===== src/rtl/compare_unit_if.sv =====
// Handshake bundle for compare_unit: request side (opcode/R1/R2), result side (RD/err).
// CMP_SIGNED_EN adds the sgn request field.
interface compare_unit_if #(
  parameter int unsigned WIDTH     = 8,
  parameter int unsigned RD_WIDTH  = 3,
  parameter int unsigned CNT_WIDTH = 8
);
  logic                 in_valid;
  logic                 in_ready;
  logic [4:0]           opcode;
  logic [WIDTH-1:0]     R1;
  logic [WIDTH-1:0]     R2;
`ifdef CMP_SIGNED_EN
  logic                 sgn;
`endif
  logic                 out_valid;
  logic                 out_ready;
  logic [RD_WIDTH-1:0]  RD;
  logic                 err;
  logic [CNT_WIDTH-1:0] true_cnt;

  modport master (
`ifdef CMP_SIGNED_EN
    output sgn,
`endif
    output in_valid, opcode, R1, R2, out_ready,
    input  in_ready, out_valid, RD, err, true_cnt
  );

  modport slave (
`ifdef CMP_SIGNED_EN
    input  sgn,
`endif
    input  in_valid, opcode, R1, R2, out_ready,
    output in_ready, out_valid, RD, err, true_cnt
  );
endinterface


===== src/rtl/compare_unit.sv =====
// Two-stage pipelined comparator with valid/ready on both sides and a saturating true counter.
// Define CMP_SIGNED_EN to add the sgn field selecting two's-complement ordering compares.
module compare_unit #(
  parameter int unsigned WIDTH     = 8,
  parameter int unsigned RD_WIDTH  = 3,
  parameter int unsigned CNT_WIDTH = 8
) (
  input logic            clk,
  input logic            reset,
  compare_unit_if.slave  bus
);

  typedef enum logic [4:0] {
    OpLt  = 5'b01011,
    OpGt  = 5'b01100,
    OpEq  = 5'b01101,
    OpGte = 5'b01110,
    OpLte = 5'b01111,
    OpNe  = 5'b10000
  } opcode_e;

  // Stage 1: captured request
  logic             s1_valid_q, s1_valid_d;
  logic [4:0]       s1_op_q;
  logic [WIDTH-1:0] s1_a_q;
  logic [WIDTH-1:0] s1_b_q;
`ifdef CMP_SIGNED_EN
  logic             s1_sgn_q;
`endif

  // Stage 2: computed result
  logic                 s2_valid_q, s2_valid_d;
  logic [RD_WIDTH-1:0]  rd_q, rd_d;
  logic                 err_q, err_d;
  logic [CNT_WIDTH-1:0] cnt_q, cnt_d;

  logic accept;
  logic deliver;
  logic s1_adv;
  logic in_ready;

  logic lt, gt, eq;
  logic res_bit;
  logic res_err;

  // Handshake and pipeline advance
  always_comb begin
    deliver    = s2_valid_q & bus.out_ready;
    s1_adv     = s1_valid_q & (~s2_valid_q | deliver);
    // Held low while reset is asserted so nothing is offered to the producer.
    in_ready   = ~reset & (~s1_valid_q | s1_adv);
    accept     = bus.in_valid & in_ready;
    s1_valid_d = accept | (s1_valid_q & ~s1_adv);
    s2_valid_d = s1_adv | (s2_valid_q & ~deliver);
  end

  // Relational evaluation on the stage-1 operands
  always_comb begin
    eq = (s1_a_q == s1_b_q);
`ifdef CMP_SIGNED_EN
    if (s1_sgn_q) begin
      lt = ($signed(s1_a_q) < $signed(s1_b_q));
      gt = ($signed(s1_a_q) > $signed(s1_b_q));
    end else begin
      lt = (s1_a_q < s1_b_q);
      gt = (s1_a_q > s1_b_q);
    end
`else
    lt = (s1_a_q < s1_b_q);
    gt = (s1_a_q > s1_b_q);
`endif
  end

  // Opcode decode; anything outside the six compares yields RD=0 with err set
  always_comb begin
    res_bit = 1'b0;
    res_err = 1'b0;
    case (s1_op_q)
      OpLt:    res_bit = lt;
      OpGt:    res_bit = gt;
      OpEq:    res_bit = eq;
      OpGte:   res_bit = ~lt;
      OpLte:   res_bit = ~gt;
      OpNe:    res_bit = ~eq;
      default: res_err = 1'b1;
    endcase
  end

  // Stage-2 next state and saturating counter
  always_comb begin
    rd_d  = rd_q;
    err_d = err_q;
    cnt_d = cnt_q;
    if (s1_adv) begin
      rd_d  = RD_WIDTH'(res_bit);
      err_d = res_err;
    end
    if (deliver && rd_q[0] && (cnt_q != {CNT_WIDTH{1'b1}})) begin
      cnt_d = cnt_q + CNT_WIDTH'(1);
    end
  end

  always_ff @(posedge clk or posedge reset) begin
    if (reset) begin
      s1_valid_q <= 1'b0;
      s1_op_q    <= 5'b0;
      s1_a_q     <= '0;
      s1_b_q     <= '0;
`ifdef CMP_SIGNED_EN
      s1_sgn_q   <= 1'b0;
`endif
    end else begin
      s1_valid_q <= s1_valid_d;
      if (accept) begin
        s1_op_q <= bus.opcode;
        s1_a_q  <= bus.R1;
        s1_b_q  <= bus.R2;
`ifdef CMP_SIGNED_EN
        s1_sgn_q <= bus.sgn;
`endif
      end
    end
  end

  always_ff @(posedge clk or posedge reset) begin
    if (reset) begin
      s2_valid_q <= 1'b0;
      rd_q       <= '0;
      err_q      <= 1'b0;
      cnt_q      <= '0;
    end else begin
      s2_valid_q <= s2_valid_d;
      rd_q       <= rd_d;
      err_q      <= err_d;
      cnt_q      <= cnt_d;
    end
  end

  assign bus.in_ready  = in_ready;
  assign bus.out_valid = s2_valid_q;
  assign bus.RD        = rd_q;
  assign bus.err       = err_q;
  assign bus.true_cnt  = cnt_q;

endmodule


===== src/flat_wrapper.sv =====
// flat-port wrapper written by rule: the top's interface ports become plain ports
module compare_unit_flat 
#(
  parameter int unsigned WIDTH     = 8,
  parameter int unsigned RD_WIDTH  = 3,
  parameter int unsigned CNT_WIDTH = 8
)
  (clk, reset, bus_in_valid, bus_opcode, bus_R1, bus_R2, bus_out_ready, bus_in_ready, bus_out_valid, bus_RD, bus_err, bus_true_cnt);
  compare_unit_if #(.WIDTH(WIDTH), .RD_WIDTH(RD_WIDTH), .CNT_WIDTH(CNT_WIDTH)) bus_i ();
  input logic clk;
  input logic reset;
  input wire logic [$bits(bus_i.in_valid)-1:0] bus_in_valid;
  input wire logic [$bits(bus_i.opcode)-1:0] bus_opcode;
  input wire logic [$bits(bus_i.R1)-1:0] bus_R1;
  input wire logic [$bits(bus_i.R2)-1:0] bus_R2;
  input wire logic [$bits(bus_i.out_ready)-1:0] bus_out_ready;
  output wire logic [$bits(bus_i.in_ready)-1:0] bus_in_ready;
  output wire logic [$bits(bus_i.out_valid)-1:0] bus_out_valid;
  output wire logic [$bits(bus_i.RD)-1:0] bus_RD;
  output wire logic [$bits(bus_i.err)-1:0] bus_err;
  output wire logic [$bits(bus_i.true_cnt)-1:0] bus_true_cnt;
  assign bus_i.in_valid = bus_in_valid;
  assign bus_i.opcode = bus_opcode;
  assign bus_i.R1 = bus_R1;
  assign bus_i.R2 = bus_R2;
  assign bus_i.out_ready = bus_out_ready;
  assign bus_in_ready = bus_i.in_ready;
  assign bus_out_valid = bus_i.out_valid;
  assign bus_RD = bus_i.RD;
  assign bus_err = bus_i.err;
  assign bus_true_cnt = bus_i.true_cnt;
  compare_unit #(.WIDTH(WIDTH), .RD_WIDTH(RD_WIDTH), .CNT_WIDTH(CNT_WIDTH)) u_core (.clk(clk), .reset(reset), .bus(bus_i));
endmodule

===== config.mk =====
export PLATFORM = sky130hd
export DESIGN_NAME = compare_unit_flat
export DESIGN_NICKNAME = d
export VERILOG_FILES = /design/src/rtl/compare_unit_if.sv /design/src/rtl/compare_unit.sv /design/src/flat_wrapper.sv
export SDC_FILE = /design/constraint.sdc
export NUM_CORES = 1
export LEC_CHECK = 0
export ABC_CLOCK_PERIOD_IN_PS = 2600
export BUFFER_PORTS_ARGS = -buffer_cell sky130_fd_sc_hd__buf_2
export CAP_MARGIN = 10
export CORE_MARGIN = 2
export CORE_UTILIZATION = 52
export CTS_CLUSTER_SIZE = 8
export DETAILED_ROUTE_END_ITERATION = 10
export HOLD_SLACK_MARGIN = 0.02
export MAX_ROUTING_LAYER = met4
export PLACE_DENSITY = 0.78
export RECOVER_POWER = 25
export SYNTH_ARGS = -nofsm -noshare
export SYNTH_HDL_FRONTEND = slang
export SYNTH_SLANG_ARGS = --single-unit

===== constraint.sdc =====
create_clock -name clk -period 2.6 [get_ports clk]
set_clock_uncertainty 0.15 [all_clocks]
set_input_delay 0.39 -clock clk [delete_from_list [all_inputs] [get_ports clk]]
set_output_delay 0.39 -clock clk [all_outputs]
set_load 0.1 [all_outputs]

==> reports/qor.json, run 1 <==
{
  "outcome": {"value": "finished clean"},
  "worstMarginPinSlew": {"value": 790, "unit": "ps"},
  "clock-sinks": {"value": 33},
  "grt_remaining_overflow": {"value": 0},
  "number_of_buffers_created_by_cts": {"value": 5},
  "post_synthesis_compound_gate_area_fraction": {"value": 5.76, "unit": "%"},
  "stdcell_count": {"value": 226},
  "final.hold.worst_slack": {"value": 126, "unit": "ps"},
  "antenna_violating_nets_post_route": {"value": 0},
  "number_of_nets_in_the_layout": {"value": 215},
  "worstSetupPathType": {"value": "input port to output port"},
  "setup_viol": {"value": 0},
  "post-layout-total-power": {"value": 1.67, "unit": "mW"},
  "timing.critical_path.slowest_cell_delay": {"value": 540, "unit": "ps"},
  "synthesis.area_per_instance": {"value": 11.8, "unit": "µm²"},
  "worst_skew_pair.late_latency": {"value": 340, "unit": "ps"},
  "final_common_cell": {"value": "buf_2"},
  "routedWlPerCell": {"value": 12.9, "unit": "µm"},
  "fp.dieW": {"value": 60.0, "unit": "µm"},
  "finalMaxSlewViolations": {"value": 0},
  "design.die.area": {"value": 3600, "unit": "µm²"},
  "synth_area": {"value": 1630, "unit": "µm²"},
  "first_global_vias": {"value": 1185},
  "detail_route.drc_violations": {"value": 0},
  "n_diodes": {"value": 0},
  "tritoncts": {"value": "done"},
  "fp.coreArea": {"value": 3030, "unit": "µm²"},
  "power_switching": {"value": 0.722, "unit": "mW"},
  "fin_hold_viols": {"value": 0},
  "top_library_cells_by_usage_in_the_layout_fill_and_taps_aside": {"value": "buf_2 (35), dfrtp_1 (32), mux2_2 (22)"},
  "dieHeight": {"value": 60.0, "unit": "µm"},
  "cts_max_level": {"value": 2},
  "initial_utilization": {"value": 53.8, "unit": "%"},
  "drtPass1Iterations": {"value": 4},
  "fraction_of_the_mapped_netlist_area_in_simple_logic_gates": {"value": 13.3, "unit": "%"},
  "placed_area": {"value": 1870, "unit": "µm²"},
  "synth_sequential_area_ratio": {"value": 50.7, "unit": "%"},
  "maxSlewHeadroom": {"value": 47.3, "unit": "%"},
  "final.min_clock_period": {"value": 2160, "unit": "ps"},
  "worst_setup_path_start_kind": {"value": "input port"},
  "vdd_ir_drop_max": {"value": 0.406, "unit": "mV"},
  "synth_seq_cells": {"value": 33},
  "ctsResizeCount": {"value": 0},
  "drive_above_1_share": {"value": 40.1, "unit": "%"},
  "post_synth_num_cell_types": {"value": 32},
  "io_buffer_count": {"value": 36},
  "maximum_number_of_pins_on_one_net_before_global_route_repair": {"value": 34},
  "synth_xor_area_share": {"value": 3.76, "unit": "%"},
  "powerDensity": {"value": 858, "unit": "nW/µm²"},
  "placed_cells": {"value": 217},
  "finalSetupTns": {"value": 0, "unit": "ps"},
  "core.rowCount": {"value": 20},
  "post-place-ws": {"value": 600, "unit": "ps"},
  "power.share.combinational": {"value": 39.1, "unit": "%"},
  "routabilityCongestion": {"value": 0.747},
  "initialDrtViolationCount": {"value": 17},
  "pwr-share-clk": {"value": 19.4, "unit": "%"},
  "p_int": {"value": 0.950, "unit": "mW"},
  "multiplexer_area_fraction_after_synthesis": {"value": 15.8, "unit": "%"},
  "cpMaxStageDelayCell": {"value": "dlygate4sd3_1"},
  "floorplan.io_pins": {"value": 39},
  "critical_path.top_delay_family": {"value": "buffers and inverters"},
  "share_of_total_power_consumed_by_net_switching": {"value": 43.2, "unit": "%"},
  "finish.utilization": {"value": 64.3, "unit": "%"},
  "synthCells": {"value": 138},
  "leakagePower": {"value": 0.942, "unit": "nW"},
  "grt_antenna_before_repair": {"value": 0},
  "route.vias.total": {"value": 1173},
  "layout_worst_path_cycle_share": {"value": 83.2, "unit": "%"},
  "post_synth_fa_ha_maj_area_fraction": {"value": 6.91, "unit": "%"},
  "synth_top_flop_cell": {"value": "dfrtp_1"},
  "power.sequential.fraction": {"value": 41.6, "unit": "%"},
  "via_per_inst": {"value": 5.19},
  "synth_warn": {"value": 0},
  "worst_setup_hold_path_clk_slew": {"value": 100, "unit": "ps"},
  "grt_first_pass_wirelength": {"value": 5020, "unit": "µm"},
  "worst_setup_end_kind": {"value": "output port"},
  "place_hpwl": {"value": 2200, "unit": "µm"},
  "wirelength": {"value": 2920, "unit": "µm"},
  "timing.critical_path.fanout_max": {"value": 2},
  "min_path_type": {"value": "input port to flop"},
  "achievable-frequency": {"value": 462, "unit": "MHz"},
  "postLayoutSetupSlackWorst": {"value": 437, "unit": "ps"},
  "cts_root_buf": {"value": "clkbuf_4"},
  "grt_usage": {"value": 20.1, "unit": "%"},
  "area.growth.synth_to_final": {"value": 19.5, "unit": "%"},
  "timing.max_cap.violations": {"value": 0},
  "fin_area": {"value": 1950, "unit": "µm²"},
  "worstPathBufferInverterCount": {"value": 3},
  "grt_setup_unrepaired": {"value": "no"},
  "synth_top_family_by_area": {"value": "multiplexers"},
  "number_of_synthesized_flops_with_an_enable_pin": {"value": 0},
  "final.fill_count": {"value": 251},
  "timing.critical_path.arrival": {"value": 1620, "unit": "ps"},
  "clock_tree.buffer_depth": {"value": 2},
  "worst_ep_required_time": {"value": 2060, "unit": "ps"},
  "ordered_cell_list_for_the_critical_path": {"value": "dlygate4sd3_1 -> clkbuf_1 -> a21oi_4 -> buf_2"},
  "fraction_of_synthesis_flops_using_an_asynchronous_set_or_reset_pin": {"value": 100, "unit": "%"}
}
flip-flops by register name, summed over array words and instances (netlist names):
name	count
u_core.s1_op_q	5
u_core.bus.err	1
u_core.s1_b_q	8
u_core.bus.RD	1
u_core.s1_a_q	8
u_core.bus.out_valid	1
u_core.s1_valid_q	1
u_core.bus.true_cnt	8
final cells by class:
cell class                 count  area [µm²]  area share [%]
sequential                    33         827            42.5
multi-input combinational     93         761            39.0
timing repair buffer          39         201            10.3
clock buffer                   7        65.1            3.34
tap                           44        55.1            2.83
inverter                       9        33.8            1.73
clock inverter                 1        5.00           0.257
routing by layer:
layer  share of wire, %  global-route usage (%)
met2                 49                    32.3
met4                1.6                    7.62
met1                 44                    23.1
met5                  0                       -
met3                4.8                    7.14
repair_timing:
| action | CTS | global route |
|---|---|---|
| buffers inserted | 0 | 0 |
| endpoints found under the hold margin | 33 | 0 |
| hold buffers | 1 | 0 |
power groups by stage:
stage | Clock (mW) | Combinational [mW] | Sequential [mW]
after floorplan | 0 | 0.253 | 0.973
after global placement | 0 | 0.638 | 0.692
after detailed placement | 0 | 0.656 | 0.704
after CTS | 0.334 | 0.660 | 0.694
after global routing | 0.357 | 0.705 | 0.710
final | 0.324 | 0.653 | 0.695
Yosys cell counts (2+ instances only):
| cell | instances | share of area, % |
|---|---|---|
| buf_4 | 2 | 0.92 |
| nand4_1 | 4 | 1.5 |
| buf_2 | 2 | 0.61 |
| nor4_1 | 2 | 0.77 |
| xnor2_1 | 6 | 3.2 |
| a21oi_1 | 7 | 2.1 |
| and3_4 | 2 | 1.4 |
| dfrtp_1 | 33 | 51 |
| nand2_1 | 10 | 2.3 |
| nand2b_1 | 4 | 1.5 |
| mux2_2 | 22 | 15 |
| ha_1 | 9 | 6.9 |
| inv_1 | 9 | 2.1 |
| nor2b_1 | 3 | 1.2 |
| o21ai_0 | 2 | 0.61 |
| nor3_1 | 2 | 0.61 |
| nor2_1 | 4 | 0.92 |
logic make-up (layout without fill, tap and decap cells):
group	count (synthesis)	after routing
AOI/OAI and AO/OA	14	14
xor gates and xnor gates	7	7
adders and majority gates	9	9
buffers and inverters	13	56
DFF	33	33
muxes	23	23
other	1	2
and+or+nand+nor	38	38
final timing paths:
kind                                                   start                                  to  slack [ps]  depth (start not counted)
worst max-delay path                                   reset                        bus_in_ready         440                          4
worst min-delay path                               bus_R2[7]        u_core.s1_b_q[7]$_DFFE_PP0P_         130                          2
worst max register to register  u_core.s1_b_q[7]$_DFFE_PP0P_        u_core.bus.RD[0]$_DFFE_PP0P_         560                          8
worst min register to register    u_core.bus.err$_DFFE_PP0P_          u_core.bus.err$_DFFE_PP0P_         340                          1
max in group asynchronous                              reset      u_core.bus.out_valid$_DFF_PP0_        1040                          4
min in group asynchronous                              reset  u_core.bus.true_cnt[3]$_DFFE_PP0P_         710                          4
Power figures use the tool's default switching activity.
==> inputs of run 2 (changes only) <==
--- a/config.mk
+++ b/config.mk
@@ -5,16 +5,16 @@
 export SDC_FILE = /design/constraint.sdc
 export NUM_CORES = 1
 export LEC_CHECK = 0
-export ABC_CLOCK_PERIOD_IN_PS = 2600
+export ABC_CLOCK_PERIOD_IN_PS = 1900
 export BUFFER_PORTS_ARGS = -buffer_cell sky130_fd_sc_hd__buf_2
 export CAP_MARGIN = 10
 export CORE_MARGIN = 2
-export CORE_UTILIZATION = 52
+export CORE_UTILIZATION = 47
 export CTS_CLUSTER_SIZE = 8
 export DETAILED_ROUTE_END_ITERATION = 10
 export HOLD_SLACK_MARGIN = 0.02
 export MAX_ROUTING_LAYER = met4
-export PLACE_DENSITY = 0.78
+export PLACE_DENSITY = 0.74
 export RECOVER_POWER = 25
 export SYNTH_ARGS = -nofsm -noshare
 export SYNTH_HDL_FRONTEND = slang
==> constraint.sdc (replaced) <==
create_clock -name clk -period 1.9 [get_ports clk]
set_clock_uncertainty 0.15 [all_clocks]
set_input_delay 0.285 -clock clk [delete_from_list [all_inputs] [get_ports clk]]
set_output_delay 0.285 -clock clk [all_outputs]
set_load 0.1 [all_outputs]
==> run 2 against run 1 <==
  * Combinational power rose by 55%
  * Die area rose by 9.9%
  * Wire length rose by 17%
  * Via count rose by 7.9%
  * Sequential cell count did not move
  * Core utilization rose by 2.9 points
  * Non-clock buffer count rose by 23
  * Hold slack got worse by 100 ps
  * Global-route usage fell by 0.48 points
  * Cell area rose by 15%
  * Critical path type is now flop to flop
  * Largest cell class unchanged
  * Highest routed layer unchanged
==> reports/qor.json, run 2 (synthesis results as in run 1) <==
{
  "rr_startpoint": {"value": "u_core.s1_b_q[5]$_DFFE_PP0P_"},
  "worst_setup_hold_path_clk_slew": {"value": 100, "unit": "ps"},
  "core.rowCount": {"value": 21},
  "number_of_nets_in_the_layout": {"value": 238},
  "timing.critical_path.arrival": {"value": 1980, "unit": "ps"},
  "grt_remaining_overflow": {"value": 0},
  "multi_input_area": {"value": 815, "unit": "µm²"},
  "cts_root_buf": {"value": "clkbuf_4"},
  "worstPathBufferInverterCount": {"value": 3},
  "detail_route.drc_violations": {"value": 0},
  "dieHeight": {"value": 62.9, "unit": "µm"},
  "worstSetupPathType": {"value": "flop to flop"},
  "drive_above_1_share": {"value": 48.3, "unit": "%"},
  "place_hpwl": {"value": 2460, "unit": "µm"},
  "timing.max_cap.violations": {"value": 0},
  "antenna_violating_nets_post_route": {"value": 0},
  "grt_setup_unrepaired": {"value": "yes"},
  "n_diodes": {"value": 0},
  "hold_depth": {"value": 2},
  "routabilityCongestion": {"value": 0.777},
  "worstMarginPinSlew": {"value": 776, "unit": "ps"},
  "final_common_cell": {"value": "buf_2"},
  "final.hold.worst_slack": {"value": 22.3, "unit": "ps"},
  "outcome": {"value": "finished clean"},
  "worst_r2r_endpoint": {"value": "u_core.bus.RD[0]$_DFFE_PP0P_"},
  "placed_area": {"value": 1960, "unit": "µm²"},
  "number_of_buffers_created_by_cts": {"value": 5},
  "r2r_slack": {"value": 4, "unit": "ps"},
  "cts_max_level": {"value": 2},
  "min_to": {"value": "u_core.s1_b_q[1]$_DFFE_PP0P_"},
  "achievable-frequency": {"value": 527, "unit": "MHz"},
  "finalMaxSlewViolations": {"value": 0},
  "fp.coreArea": {"value": 3340, "unit": "µm²"},
  "clock_tree.buffer_depth": {"value": 2},
  "worst_setup_path_start_kind": {"value": "flop"},
  "design.die.area": {"value": 3960, "unit": "µm²"},
  "clock-sinks": {"value": 33},
  "final.fill_count": {"value": 261},
  "final.min_clock_period": {"value": 1900, "unit": "ps"},
  "rr_worst_depth": {"value": 9},
  "worst_ep_required_time": {"value": 1980, "unit": "ps"},
  "setup_viol": {"value": 0},
  "via_per_inst": {"value": 5.04},
  "timing.critical_path.slowest_cell_delay": {"value": 360, "unit": "ps"},
  "critical_path.top_delay_family": {"value": "compound AO/OA/AOI/OAI gates"},
  "ordered_cell_list_for_the_critical_path": {"value": "inv_1 -> ha_1 -> a21oi_1 -> o21ai_1 -> buf_4 -> buf_4 -> o22ai_2 -> mux2i_1 -> a31oi_1"},
  "register_area": {"value": 847, "unit": "µm²"},
  "grt_antenna_before_repair": {"value": 0},
  "worst_skew_pair.late_latency": {"value": 340, "unit": "ps"},
  "worstHoldStart": {"value": "bus_R2[1]"},
  "post-layout-total-power": {"value": 2.37, "unit": "mW"},
  "floorplan.io_pins": {"value": 39},
  "pwr-share-clk": {"value": 16.2, "unit": "%"},
  "first_global_vias": {"value": 1281},
  "power_switching": {"value": 1.04, "unit": "mW"},
  "tritoncts": {"value": "done"},
  "grt_first_pass_wirelength": {"value": 5800, "unit": "µm"},
  "cpMaxStageDelayCell": {"value": "dfrtp_1"},
  "fp.dieW": {"value": 62.9, "unit": "µm"},
  "timing.critical_path.fanout_max": {"value": 2},
  "area.growth.synth_to_final": {"value": 37.5, "unit": "%"},
  "wirelength": {"value": 3410, "unit": "µm"},
  "share_of_total_power_consumed_by_net_switching": {"value": 44.1, "unit": "%"},
  "min_path_type": {"value": "input port to flop"},
  "routedWlPerCell": {"value": 13.6, "unit": "µm"},
  "grt_usage": {"value": 19.6, "unit": "%"},
  "route.vias.total": {"value": 1266},
  "initial_utilization": {"value": 48.9, "unit": "%"},
  "top_library_cells_by_usage_in_the_layout_fill_and_taps_aside": {"value": "buf_2 (34), dfrtp_1 (24), mux2_2 (22)"},
  "fin_hold_viols": {"value": 0},
  "power.share.combinational": {"value": 42.6, "unit": "%"},
  "fin_area": {"value": 2240, "unit": "µm²"},
  "vdd_ir_drop_max": {"value": 0.619, "unit": "mV"},
  "power.sequential.fraction": {"value": 41.3, "unit": "%"},
  "p_int": {"value": 1.32, "unit": "mW"},
  "layout_worst_path_cycle_share": {"value": 99.8, "unit": "%"},
  "worst_setup_end_kind": {"value": "flop"},
  "maxSlewHeadroom": {"value": 48.3, "unit": "%"},
  "maximum_number_of_pins_on_one_net_before_global_route_repair": {"value": 23},
  "io_buffer_count": {"value": 36},
  "leakagePower": {"value": 1.04, "unit": "nW"},
  "path_common_cell": {"value": "buf_4"},
  "initialDrtViolationCount": {"value": 40},
  "powerDensity": {"value": 1060, "unit": "nW/µm²"},
  "drtPass1Iterations": {"value": 4}
}
[run 2: cell types whose count changed in the layout (fill, tap and decap cells not counted), sizes merged]
cell,change
dlygate4sd3,+15
buf,+8
clkbuf,-1
clkinv,+1
[run 2: final cells by class]
class,count,area share (%)
clock buffer,6,1.84
clock inverter,2,0.446
inverter,9,1.51
multi-input combinational,93,36.3
sequential,33,37.8
tap,46,2.57
timing repair buffer,62,19.5
[run 2: how the worst max path moves through the flow]
stage                                         from                      endpoint  slack, ps  cells after the start
floorplan           u_core.bus.out_valid$_DFF_PP0_  u_core.s1_a_q[0]$_DFFE_PP0P_       -380                      5
global placement      u_core.s1_b_q[7]$_DFFE_PP0P_  u_core.bus.RD[0]$_DFFE_PP0P_        -20                      8
detailed placement    u_core.s1_b_q[7]$_DFFE_PP0P_  u_core.bus.RD[0]$_DFFE_PP0P_        -80                      8
CTS                   u_core.s1_b_q[7]$_DFFE_PP0P_  u_core.bus.RD[0]$_DFFE_PP0P_          9                      9
global route          u_core.s1_b_q[1]$_DFFE_PP0P_  u_core.bus.RD[0]$_DFFE_PP0P_       -110                      8
finish                u_core.s1_b_q[5]$_DFFE_PP0P_  u_core.bus.RD[0]$_DFFE_PP0P_          4                      9
[run 2: per-stage QoR]
step                utilization (%)  setup slack (ps)  cells  TNS [ps]
floorplan                         -              -377    139     -7860
global placement               58.7             -21.2    221     -21.2
detailed placement             58.7             -82.1    221     -82.1
CTS                            63.0              9.45    237         0
global route                   67.2              -112    251      -112
finish                         67.2              3.61    251         0
[run 2: layer usage]
metal	share of wire [%]	track usage, %
met3	4.2	5.41
met2	51	31.5
met5	0	-
met4	2.6	10.0
met1	42	22.5
[run 2: power by group through the flow]
| stage | Combinational [mW] | Clock, mW | Sequential, mW |
|---|---|---|---|
| 2_1_floorplan | 0.354 | 0 | 1.36 |
| 3_3_place_gp | 0.902 | 0 | 0.972 |
| 3_5_place_dp | 0.930 | 0 | 0.988 |
| 4_1_cts | 0.964 | 0.386 | 0.975 |
| 5_1_grt | 1.07 | 0.425 | 0.999 |
| 6_report | 1.01 | 0.383 | 0.976 |
[run 2: worst register-to-register path: stages (launching register included)]
cell     delay [ps]
dfrtp_1         360
inv_1            40
ha_1            290
a21oi_1         140
o21ai_1         110
buf_4           150
buf_4           130
o22ai_2         120
mux2i_1         200
a31oi_1          80
[run 2: repair_timing]
| action | in CTS | in global routing |
|---|---|---|
| buffers inserted | 1 | 5 |
| setup endpoints to repair | 1 | 4 |
| hold buffers | 7 | 9 |
| pin swaps | 3 | 6 |
| gates resized for setup | 3 | 4 |
| hold endpoints to repair | 39 | 9 |
==> inputs of run 3 (changes only) <==
--- a/config.mk
+++ b/config.mk
@@ -5,16 +5,16 @@
 export SDC_FILE = /design/constraint.sdc
 export NUM_CORES = 1
 export LEC_CHECK = 0
-export ABC_CLOCK_PERIOD_IN_PS = 1900
+export ABC_CLOCK_PERIOD_IN_PS = 2400
 export BUFFER_PORTS_ARGS = -buffer_cell sky130_fd_sc_hd__buf_2
 export CAP_MARGIN = 10
 export CORE_MARGIN = 2
-export CORE_UTILIZATION = 47
+export CORE_UTILIZATION = 55
 export CTS_CLUSTER_SIZE = 8
 export DETAILED_ROUTE_END_ITERATION = 10
 export HOLD_SLACK_MARGIN = 0.02
 export MAX_ROUTING_LAYER = met4
-export PLACE_DENSITY = 0.74
+export PLACE_DENSITY = 0.82
 export RECOVER_POWER = 25
 export SYNTH_ARGS = -nofsm -noshare
 export SYNTH_HDL_FRONTEND = slang
==> constraint.sdc (replaced) <==
create_clock -name clk -period 2.4 [get_ports clk]
set_clock_uncertainty 0.15 [all_clocks]
set_input_delay 0.36 -clock clk [delete_from_list [all_inputs] [get_ports clk]]
set_output_delay 0.36 -clock clk [all_outputs]
set_load 0.1 [all_outputs]
==> run 3 against run 2 <==
  * Global-route usage down 0.31 points
  * Critical path depth shrank 5
  * Largest power group is now sequential cells
  * Non-clock buffer count shrank 23
  * Hold slack better by 85 ps
  * Critical path type is now input port to output port
  * Setup slack better by 300 ps
  * Sequential share of layout area grew 4.8 points
  * Combinational power down 30%
  * Largest cell class unchanged
  * Register-to-register slack gained 350 ps
  * Via count down 8.7%
==> reports/qor.json, run 3 (synthesis results as in run 1) <==
{
  "outcome": {"value": "finished clean"},
  "worstMarginPinSlew": {"value": 627, "unit": "ps"},
  "core.rowCount": {"value": 19},
  "detail_route.drc_violations": {"value": 0},
  "clock_tree.buffer_depth": {"value": 2},
  "ctsResizeCount": {"value": 0},
  "n_diodes": {"value": 0},
  "first_global_vias": {"value": 1143},
  "top_library_cells_by_usage_in_the_layout_fill_and_taps_aside": {"value": "buf_2 (35), dfrtp_1 (32), mux2_2 (22)"},
  "leakagePower": {"value": 0.947, "unit": "nW"},
  "number_of_buffers_created_by_cts": {"value": 5},
  "cts_max_level": {"value": 2},
  "via_per_inst": {"value": 5.43},
  "post-place-ws": {"value": 399, "unit": "ps"},
  "hold_depth": {"value": 2},
  "routabilityCongestion": {"value": 0.754},
  "fin_hold_viols": {"value": 0},
  "worst_r2r_endpoint": {"value": "u_core.bus.RD[0]$_DFFE_PP0P_"},
  "drive_above_1_share": {"value": 40.1, "unit": "%"},
  "timing.critical_path.arrival": {"value": 1580, "unit": "ps"},
  "worstSetupPathType": {"value": "input port to output port"},
  "initialDrtViolationCount": {"value": 34},
  "maximum_number_of_pins_on_one_net_before_global_route_repair": {"value": 23},
  "floorplan.io_pins": {"value": 39},
  "ordered_cell_list_for_the_critical_path": {"value": "dlygate4sd3_1 -> clkbuf_1 -> a21oi_4 -> buf_2"},
  "worst_skew_pair.late_latency": {"value": 330, "unit": "ps"},
  "stdcell_count": {"value": 213},
  "antenna_violating_nets_post_route": {"value": 0},
  "grt_antenna_before_repair": {"value": 0},
  "register_area": {"value": 830, "unit": "µm²"},
  "post-layout-total-power": {"value": 1.81, "unit": "mW"},
  "final.min_clock_period": {"value": 2090, "unit": "ps"},
  "cts_root_buf": {"value": "clkbuf_4"},
  "powerDensity": {"value": 928, "unit": "nW/µm²"},
  "worst_setup_hold_path_clk_slew": {"value": 90, "unit": "ps"},
  "grt_remaining_overflow": {"value": 0},
  "worst_setup_end_kind": {"value": "output port"},
  "maxSlewHeadroom": {"value": 58.1, "unit": "%"},
  "final_common_cell": {"value": "buf_2"},
  "routedWlPerCell": {"value": 13.3, "unit": "µm"},
  "rr_startpoint": {"value": "u_core.s1_b_q[7]$_DFFE_PP0P_"},
  "rr_worst_depth": {"value": 8},
  "cpMaxStageDelayCell": {"value": "dlygate4sd3_1"},
  "area.growth.synth_to_final": {"value": 19.6, "unit": "%"},
  "worst_setup_path_start_kind": {"value": "input port"},
  "drtPass1Iterations": {"value": 4},
  "grt_setup_unrepaired": {"value": "no"},
  "clock-sinks": {"value": 33},
  "worstHoldStart": {"value": "bus_R1[7]"},
  "initial_utilization": {"value": 58.6, "unit": "%"},
  "setup_viol": {"value": 0},
  "route.vias.total": {"value": 1156},
  "r2r_slack": {"value": 350, "unit": "ps"},
  "timing.max_cap.violations": {"value": 0},
  "placed_cells": {"value": 204},
  "worst_ep_required_time": {"value": 1890, "unit": "ps"},
  "number_of_nets_in_the_layout": {"value": 215},
  "layout_worst_path_cycle_share": {"value": 87.2, "unit": "%"},
  "tritoncts": {"value": "done"},
  "place_hpwl": {"value": 2230, "unit": "µm"},
  "multi_input_area": {"value": 761, "unit": "µm²"},
  "vdd_ir_drop_max": {"value": 0.776, "unit": "mV"},
  "timing.critical_path.slowest_cell_delay": {"value": 530, "unit": "ps"},
  "timing.critical_path.fanout_max": {"value": 2},
  "finalSetupTns": {"value": 0, "unit": "ps"},
  "final.fill_count": {"value": 223},
  "achievable-frequency": {"value": 478, "unit": "MHz"},
  "design.die.area": {"value": 3420, "unit": "µm²"},
  "fp.dieW": {"value": 58.4, "unit": "µm"},
  "grt_usage": {"value": 19.3, "unit": "%"},
  "min_path_type": {"value": "input port to flop"},
  "io_buffer_count": {"value": 36},
  "grt_first_pass_wirelength": {"value": 4780, "unit": "µm"},
  "fp.coreArea": {"value": 2780, "unit": "µm²"},
  "wirelength": {"value": 2840, "unit": "µm"},
  "finalMaxSlewViolations": {"value": 0},
  "dieHeight": {"value": 58.4, "unit": "µm"},
  "min_to": {"value": "u_core.s1_a_q[7]$_DFFE_PP0P_"},
  "postLayoutSetupSlackWorst": {"value": 306, "unit": "ps"}
}
-- run 3: worst max-delay path by stage --
stage                                         from                           end  slack (ps)  cells after the start
floorplan           u_core.bus.out_valid$_DFF_PP0_  u_core.s1_a_q[0]$_DFFE_PP0P_          20                      5
global placement      u_core.s1_b_q[7]$_DFFE_PP0P_  u_core.bus.RD[0]$_DFFE_PP0P_         460                      8
detailed placement    u_core.s1_b_q[5]$_DFFE_PP0P_  u_core.bus.RD[0]$_DFFE_PP0P_         400                      8
CTS                                          reset                  bus_in_ready         310                      4
global route          u_core.s1_b_q[5]$_DFFE_PP0P_  u_core.bus.RD[0]$_DFFE_PP0P_         180                      8
finish                                       reset                  bus_in_ready         310                      4
-- run 3: stage by stage --
step / area (µm²) / util, % / hold WS [ps]
floorplan: 1650 / - / 329
global route: 1950 / 70.1 / 85.3
detailed placement: 1870 / 67.3 / 337
global placement: 1870 / 67.3 / 320
CTS: 1950 / 70.1 / 97.2
finish: 1950 / 70.1 / 108
-- run 3: final cells by class --
cell class,count,area share (%)
Clock buffer,7,3.34
Clock inverter,1,0.257
Inverter,9,1.73
Multi-Input combinational cell,93,39.0
Sequential cell,33,42.6
Tap cell,31,1.99
Timing Repair Buffer,39,11.1
-- run 3: routing by layer --
layer	global-route usage [%]	routed length (µm)
met5	-	0
met4	7.97	44
met3	4.62	156
met2	32.3	1460
met1	22.3	1180
-- run 3: power by group --
part / internal, mW / switching (mW)
Combinational: 0.204 / 0.507
Sequential: 0.661 / 0.0904
Clock: 0.170 / 0.177
-- run 3: critical path: cells and delay by family --
family	cells	cell delay [ps]
buffers and inverters	3	1100
AOI/OAI and AO/OA	1	120
-- run 3: timing repair --
item	in CTS	in global routing
setup buffers	0	0
hold endpoints to repair	15	0
hold buffers	1	0
